===== config.mk =====
export PLATFORM = sky130hd
export DESIGN_NAME = axis_block_serializer
export DESIGN_NICKNAME = d
export VERILOG_FILES = /design/src/rtl/axis_block_serializer.sv
export SDC_FILE = /design/constraint.sdc
export NUM_CORES = 1
export LEC_CHECK = 0
export BUFFER_PORTS_ARGS = -buffer_cell sky130_fd_sc_hd__buf_4
export CORE_UTILIZATION = 40
export CTS_BUF_LIST = sky130_fd_sc_hd__clkbuf_2
export DETAILED_ROUTE_END_ITERATION = 12
export PLACE_DENSITY_LB_ADDON = 0.25
export SLEW_MARGIN = 40
export SYNTH_ARGS = -nofsm -noshare
export SYNTH_HDL_FRONTEND = slang
export SYNTH_SLANG_ARGS = --single-unit

===== constraint.sdc =====
create_clock -name clk -period 2.5 [get_ports clk]
set_input_delay 0.25 -clock clk [delete_from_list [all_inputs] [get_ports clk]]
set_output_delay 0.25 -clock clk [all_outputs]
set_load 0.05 [all_outputs]

===== src/rtl/axis_block_serializer.sv =====
// AXI4-Stream block serializer: drains 128-bit blocks from the output block FIFO and
// emits each as four 32-bit beats, most-significant word first, toward the DMA.
module axis_block_serializer #(
  parameter int unsigned DATA_WIDTH = 128,
  parameter int unsigned AXIS_WIDTH = 32,
  parameter int unsigned CNT_WIDTH  = 16
) (
  input  logic                  clk,
  input  logic                  reset_n,
  input  logic                  start,
  input  logic [CNT_WIDTH-1:0]  block_count,
  output logic                  busy,
  output logic                  done,
  input  logic [DATA_WIDTH-1:0] fifo_rdata,
  input  logic                  fifo_read_tvalid,
  output logic                  fifo_read_tready,
  output logic [AXIS_WIDTH-1:0] m_axis_tdata,
  output logic                  m_axis_tvalid,
  input  logic                  m_axis_tready,
  output logic                  m_axis_tlast
);

  localparam logic [1:0] StIdle = 2'd0;
  localparam logic [1:0] StLoad = 2'd1;
  localparam logic [1:0] StSend = 2'd2;
  localparam logic [1:0] StDone = 2'd3;

  logic [1:0]            state_q, state_d;
  logic [DATA_WIDTH-1:0] shift_q, shift_d;
  logic [1:0]            beat_idx_q, beat_idx_d;
  logic [CNT_WIDTH-1:0]  blocks_left_q, blocks_left_d;

  // Next-state logic: job start, block capture, beat shifting and block countdown.
  always_comb begin
    state_d       = state_q;
    shift_d       = shift_q;
    beat_idx_d    = beat_idx_q;
    blocks_left_d = blocks_left_q;
    case (state_q)
      StIdle: begin
        if (start) begin
          if (block_count != '0) begin
            blocks_left_d = block_count;
            state_d       = StLoad;
          end else begin
            // Empty job: report completion without touching the FIFO.
            state_d = StDone;
          end
        end
      end
      StLoad: begin
        if (fifo_read_tvalid) begin
          shift_d    = fifo_rdata;
          beat_idx_d = 2'd0;
          state_d    = StSend;
        end
      end
      StSend: begin
        if (m_axis_tready) begin
          shift_d    = shift_q << AXIS_WIDTH;
          beat_idx_d = beat_idx_q + 2'd1;
          if (beat_idx_q == 2'd3) begin
            blocks_left_d = blocks_left_q - CNT_WIDTH'(1);
            state_d       = (blocks_left_q == CNT_WIDTH'(1)) ? StDone : StLoad;
          end
        end
      end
      default: state_d = StIdle;
    endcase
  end

  // State registers with synchronous active-low reset.
  always_ff @(posedge clk) begin
    if (!reset_n) begin
      state_q       <= StIdle;
      shift_q       <= '0;
      beat_idx_q    <= 2'd0;
      blocks_left_q <= '0;
    end else begin
      state_q       <= state_d;
      shift_q       <= shift_d;
      beat_idx_q    <= beat_idx_d;
      blocks_left_q <= blocks_left_d;
    end
  end

  // Outputs decode from registered state only; tdata comes straight off the shift register
  // so it cannot change while a beat is stalled.
  always_comb begin
    busy             = (state_q != StIdle);
    done             = (state_q == StDone);
    fifo_read_tready = (state_q == StLoad);
    m_axis_tvalid    = (state_q == StSend);
    m_axis_tdata     = shift_q[DATA_WIDTH-1 -: AXIS_WIDTH];
    m_axis_tlast     = (state_q == StSend) && (beat_idx_q == 2'd3) &&
                       (blocks_left_q == CNT_WIDTH'(1));
  end

endmodule


After elaboration in Yosys (flattened, before gate mapping)
Cells that the tools add are included.
{"block": "word_totals", "input_bits": 149, "elab_cells": 44, "register_bits": 148}
{"block": "op_classes", "n_reduce_logical": 10, "addsub": 2, "muxes": 18, "n_eq_ne": 10}
{"cell": "128-bit 2-to-1 mux", "n": 2}
{"cell": "128-bit case mux with 2 select lines", "n": 1}
{"cell": "16-bit 2-to-1 mux", "n": 4}
{"cell": "16-bit case mux with 2 select lines", "n": 1}
{"cell": "16-bit by 1-bit equality test with 1-bit output, second input constant", "n": 1}
{"cell": "2-bit 2-to-1 mux", "n": 8}
{"cell": "16-bit nonzero test", "n": 1}
{"cell": "16-bit by 1-bit subtractor with 16-bit output, second input constant", "n": 1}
{"cell": "2-bit equality test, second input constant", "n": 3}
{"cell": "2-bit inequality test, second input constant", "n": 3}
{"cell": "2-bit case mux with 3 select lines", "n": 1}
{"cell": "2-bit nonzero test", "n": 3}
{"cell": "5-bit AND reduction", "n": 1}
{"cell": "2-bit by 1-bit inequality test with 1-bit output, second input constant", "n": 2}
{"cell": "2-bit case mux with 2 select lines", "n": 1}
{"cell": "4-bit AND reduction", "n": 1}
{"cell": "3-bit AND reduction", "n": 1}
{"cell": "2-bit by 1-bit adder with 2-bit output, second input constant", "n": 1}
{"cell": "2-bit by 1-bit equality test with 1-bit output, second input constant", "n": 1}
{"cell": "1-bit logical AND", "n": 2}
{"cell": "2-bit zero test", "n": 1}

Logic depth before layout (Yosys ltp)
{"block": "depth", "ltp_word": 5, "mapped_depth": 8, "mapped_depth_nobuf": 7}

Least setup slack after synthesis
OpenSTA, ideal clock, no wires.
{"block": "synth_timing", "path_type": "flip-flop to output port", "startpoint": "register blocks_left_q[7]", "endpoint": "output port m_axis_tlast", "required_ns": 2.250, "n_path_buf": 1, "stages_incl_launch_ff": 6, "path_slack_ns": 0.571, "t_arrival_ns": 1.679, "path_cell_list": "dfxtp_1 > buf_6 > or4_4 > nor2_1 > and4b_1 > and2_1"}
{"block": "synth_between", "elab_chain_cells": 2}
{"item": "start: declaration", "line_no": "31", "rtl": "logic [CNT_WIDTH-1:0] blocks_left_q, blocks_left_d;"}
{"item": "start signal: assignment", "line_no": "83", "rtl": "blocks_left_q <= blocks_left_d;"}
{"item": "16-bit by 1-bit equality test with 1-bit output", "line_no": "96", "rtl": "(blocks_left_q == CNT_WIDTH'(1));"}
{"item": "1-bit logical AND", "line_no": "95", "rtl": "m_axis_tlast = (state_q == StSend) && (beat_idx_q == 2'd3) &&"}
{"item": "end: declaration", "line_no": "20", "rtl": "output logic m_axis_tlast"}
Every way passes these cells.

Final worst setup path
{"block": "layout_timing", "startpoint": "register blocks_left_q[8]", "endpoint": "output port m_axis_tlast"}
The elaborated chain is that of the path after synthesis.

==> metrics.csv <==
stage,metric,value,unit
outcome,status,"finished, violations left",
outcome,violations,negative setup slack,
power,pwr_density_cell,534,nW/um2
setup_path,path_buf_inv,1,
power,ir_worst_vdd,310,uV
sta,finalCriticalPeriod,2.52,ns
floorplanning,io_pins,186,
logic_synthesis,synthSimpleGateAreaFrac,0.267,
logic_synthesis,yosysSeqAreaShare,0.417,
power,p_leak,0.00528,uW
setup_path,slowest_delay,0.52,ns
final_layout,drive_gt1_frac,0.232,
sta,hold_viol_final,0,
setup_path,cp_cell_sequence,or4_4 > nor2_1 > and4b_1 > and2_4 > buf_8,
global_route,grt_pass1_wl,33.4,mm
sta,rsz0062_at_grt,true,
flow_run,max-cap-violations,0,
place,io_buffers,185,
logic_synthesis,ys_warn_count,0,
route,avgRoutedWirePerCell,15.3,um
floorplanning,num_rows,48,
final_layout,fin_nets,1275,
final_layout,final_util,0.591,
clocking,clock-sinks,148,
setup_path,crit_family,simple AND/OR/NAND/NOR gates,
global_route,grt_max_degree,102,
setup_path,cp.arrival,2.27,ns
setup_path,crit_slowest_cell,or4_4,
logic_synthesis,synthesis.area,7110,um2
sta,slew_viol_final,0,
logic_synthesis,synthArstFlopShare,0,
final_layout,finalNonFillerCells,1362,
global_route,grt_pass1_vias,7003,
sta,holdWs,0.289,ns
floorplanning,dieArea,18300,um2
setup_path,start_kind,register,
setup_path,cp-end-kind,output port,
logic_synthesis,synth_top_family_by_area,simple AND/OR/NAND/NOR gates,
logic_synthesis,syn_inst,853,
logic_synthesis,synth-seq-cells,148,
route,dr.pass1.iters,7,
logic_synthesis,syn_nets,1005,
sta,fin_worst_skew,0.0390,ns
floorplanning,start_util,0.410,
sta,slew_headroom,0.477,
final_layout,area_growth_syn_to_layout,44.3,%
place,dp_hpwl,12.6,mm
global_route,grt_use_total,0.231,
logic_synthesis,synthXorXnorAreaFrac,0,
sta,clock.fmax,0.397,GHz
sta,finalCritPeriodShare,1.01,
setup_path,crit_type,register to output port,
logic_synthesis,synthMuxAreaShare,0,
logic_synthesis,synth-main-ff-cell,dfxtp_1,
sta,finalSetupViolCount,1,
clocking,tritoncts,done,
route,vias_per_cell,5.23,
sta,tightestPinTransition,0.785,ns
route,via_count,7130,
min_path,hold_path_class,input pin to register,
clocking,cts_buffer_depth,2,
place,gp_congestion,0.800,
place,dp.cells,1169,
place,post-place-ws,0.562,ns
floorplanning,die_h,135,um
setup_path,crit_required,2.25,ns
clocking,clk_latency,0.72,ns
floorplanning,die_w,135,um
route,postRouteAntennaNets,0,
clocking,htree_levels,4,
clocking,numCtsBuffers,17,
final_layout,fill_cells,1525,
route,wl,20.8,mm
clocking,cts-root-buf,clkbuf_2,
route,drtIter0Drc,407,
logic_synthesis,yosys.area_share.adder,0.00528,
logic_synthesis,synth.distinct_cells,46,
logic_synthesis,synth_edf_count,0,
logic_synthesis,synth_compound_area_frac,0.226,
global_route,overflow,0,
clocking,cts.clk_slew.worst_paths,0.22,ns
floorplanning,core,17400,um2
route,drcViolationCount,0,
setup_path,cp_max_fo,2,
logic_synthesis,synth.avg_cell_area,8.34,um2
sta,layout_setup_ws,-0.0165,ns
global_route,antenna_found_initial,1,
==> repair_timing <==
item,CTS,global route
gates resized for setup,16,0
pin swaps,5,0
cloned,0,0
endpoints found under the hold margin,148,1
hold buffers,152,1
endpoints found under the setup margin,1,1
buffers inserted,7,0
==> path summary, 6_finish.rpt <==
| kind | start | to | slack (ns) | cells past startpoint |
|---|---|---|---|---|
| worst min register to register | beat_idx_q[1]$_SDFFE_PN0P_ | beat_idx_q[1]$_SDFFE_PN0P_ | 0.49 | 2 |
| worst min-delay path | start | blocks_left_q[15]$_SDFFE_PN0P_ | 0.29 | 6 |
| worst max-delay path | blocks_left_q[8]$_SDFFE_PN0P_ | m_axis_tlast | -0.02 | 5 |
| worst max register to register | state_q[0]$_SDFFE_PN0P_ | shift_q[26]$_SDFFE_PN0P_ | 0.36 | 6 |
==> registers in the layout (all words and copies together) (netlist names) <==
name / count
state_q: 2
blocks_left_q: 16
beat_idx_q: 2
shift_q: 128
==> power by group <==
part	switching (uW)	total, uW	internal, uW
registers	109	2650	2540
logic	699	1380	678
clock network	878	1450	570
==> cell type report <==
class,count,area [um2],area share
antenna,1,2.50,0.000244
timing repair buffer,359,3150,0.307
inverter,4,16.3,0.00158
multi-input combinational,593,3580,0.349
tap,225,282,0.0274
clock inverter,12,155,0.0151
sequential,148,2980,0.290
clock buffer,20,100,0.00975
==> Yosys cell counts, types with 2 or more instances <==
master	instances	share of area
buf_2	34	0.024
nand2_1	215	0.11
nor4_1	6	0.0053
a22oi_1	34	0.036
dfxtp_1	148	0.42
a32o_1	5	0.0070
nor2b_1	39	0.034
ha_1	3	0.0053
buf_4	32	0.034
a21oi_2	2	0.0025
a21oi_1	10	0.0070
or3_1	2	0.0018
o21ai_1	3	0.0021
nor3_4	2	0.0046
nand2b_1	2	0.0018
nor3b_1	2	0.0021
a31o_1	4	0.0049
inv_1	3	0.0016
nand3_1	104	0.073
o41ai_1	3	0.0037
nor3_1	4	0.0028
and3_1	5	0.0044
and2_1	2	0.0018
o211ai_1	2	0.0021
o211a_1	97	0.14
or4_4	3	0.0047
o21ai_0	10	0.0070
buf_6	3	0.0047
clkbuf_1	39	0.021
a22o_1	4	0.0049
nor2_1	16	0.0084
==> cell families (layout without fill, tap and decap cells) <==
group	after synthesis	in the layout
flip-flops	148	148
buffers and inverters	112	395
AND/OR/NAND/NOR	407	407
other	0	1
AO/OA/AOI/OAI	183	183
adder cells (fa/ha/maj)	3	3
==> metal layers <==
metal | wire length [um] | GRT usage
met1 | 8620 | 0.266
met2 | 10700 | 0.413
met3 | 972 | 0.0475
met4 | 545 | 0.0936
met5 | 0 | 0
==> layout by cell type (no fill, tap or decap), drive strengths merged, types with 2 or more instances in the layout <==
| cell type | n |
|---|---|
| a21boi | 3 |
| a21oi | 12 |
| a22o | 4 |
| a22oi | 34 |
| a31o | 4 |
| a32o | 5 |
| and2 | 2 |
| and3 | 5 |
| buf | 206 |
| bufinv | 3 |
| clkbuf | 20 |
| clkinv | 4 |
| clkinvlp | 4 |
| dfxtp | 148 |
| dlygate4sd3 | 153 |
| ha | 3 |
| inv | 5 |
| nand2 | 215 |
| nand2b | 2 |
| nand3 | 104 |
| nand3b | 2 |
| nor2 | 16 |
| nor2b | 39 |
| nor3 | 6 |
| nor3b | 3 |
| nor4 | 6 |
| o211a | 97 |
| o211ai | 3 |
| o21ai | 14 |
| o41ai | 4 |
| or3 | 2 |
| or4 | 3 |
==> stage by stage <==
stage / area, um2 / setup TNS [ns] / power [uW]
2_1_floorplan: 7110 / 0 / 3490
3_3_place_gp: 8380 / 0 / 3830
4_1_cts: 10300 / -0.0808 / 5520
5_1_grt: 10300 / -0.151 / 5780
3_5_place_dp: 8380 / 0 / 3840
6_report: 10300 / -0.0165 / 5480
==> worst reg2reg max path: stages, from the launching register on <==
cell	delay [ns]
dfxtp_1	0.50
nand2b_4	0.23
clkinv_2	0.16
a21oi_2	0.38
a22oi_1	0.12
dlygate4sd3_1	0.59
nor2b_1	0.10
Note: power is estimated with default switching activity, not from simulation.
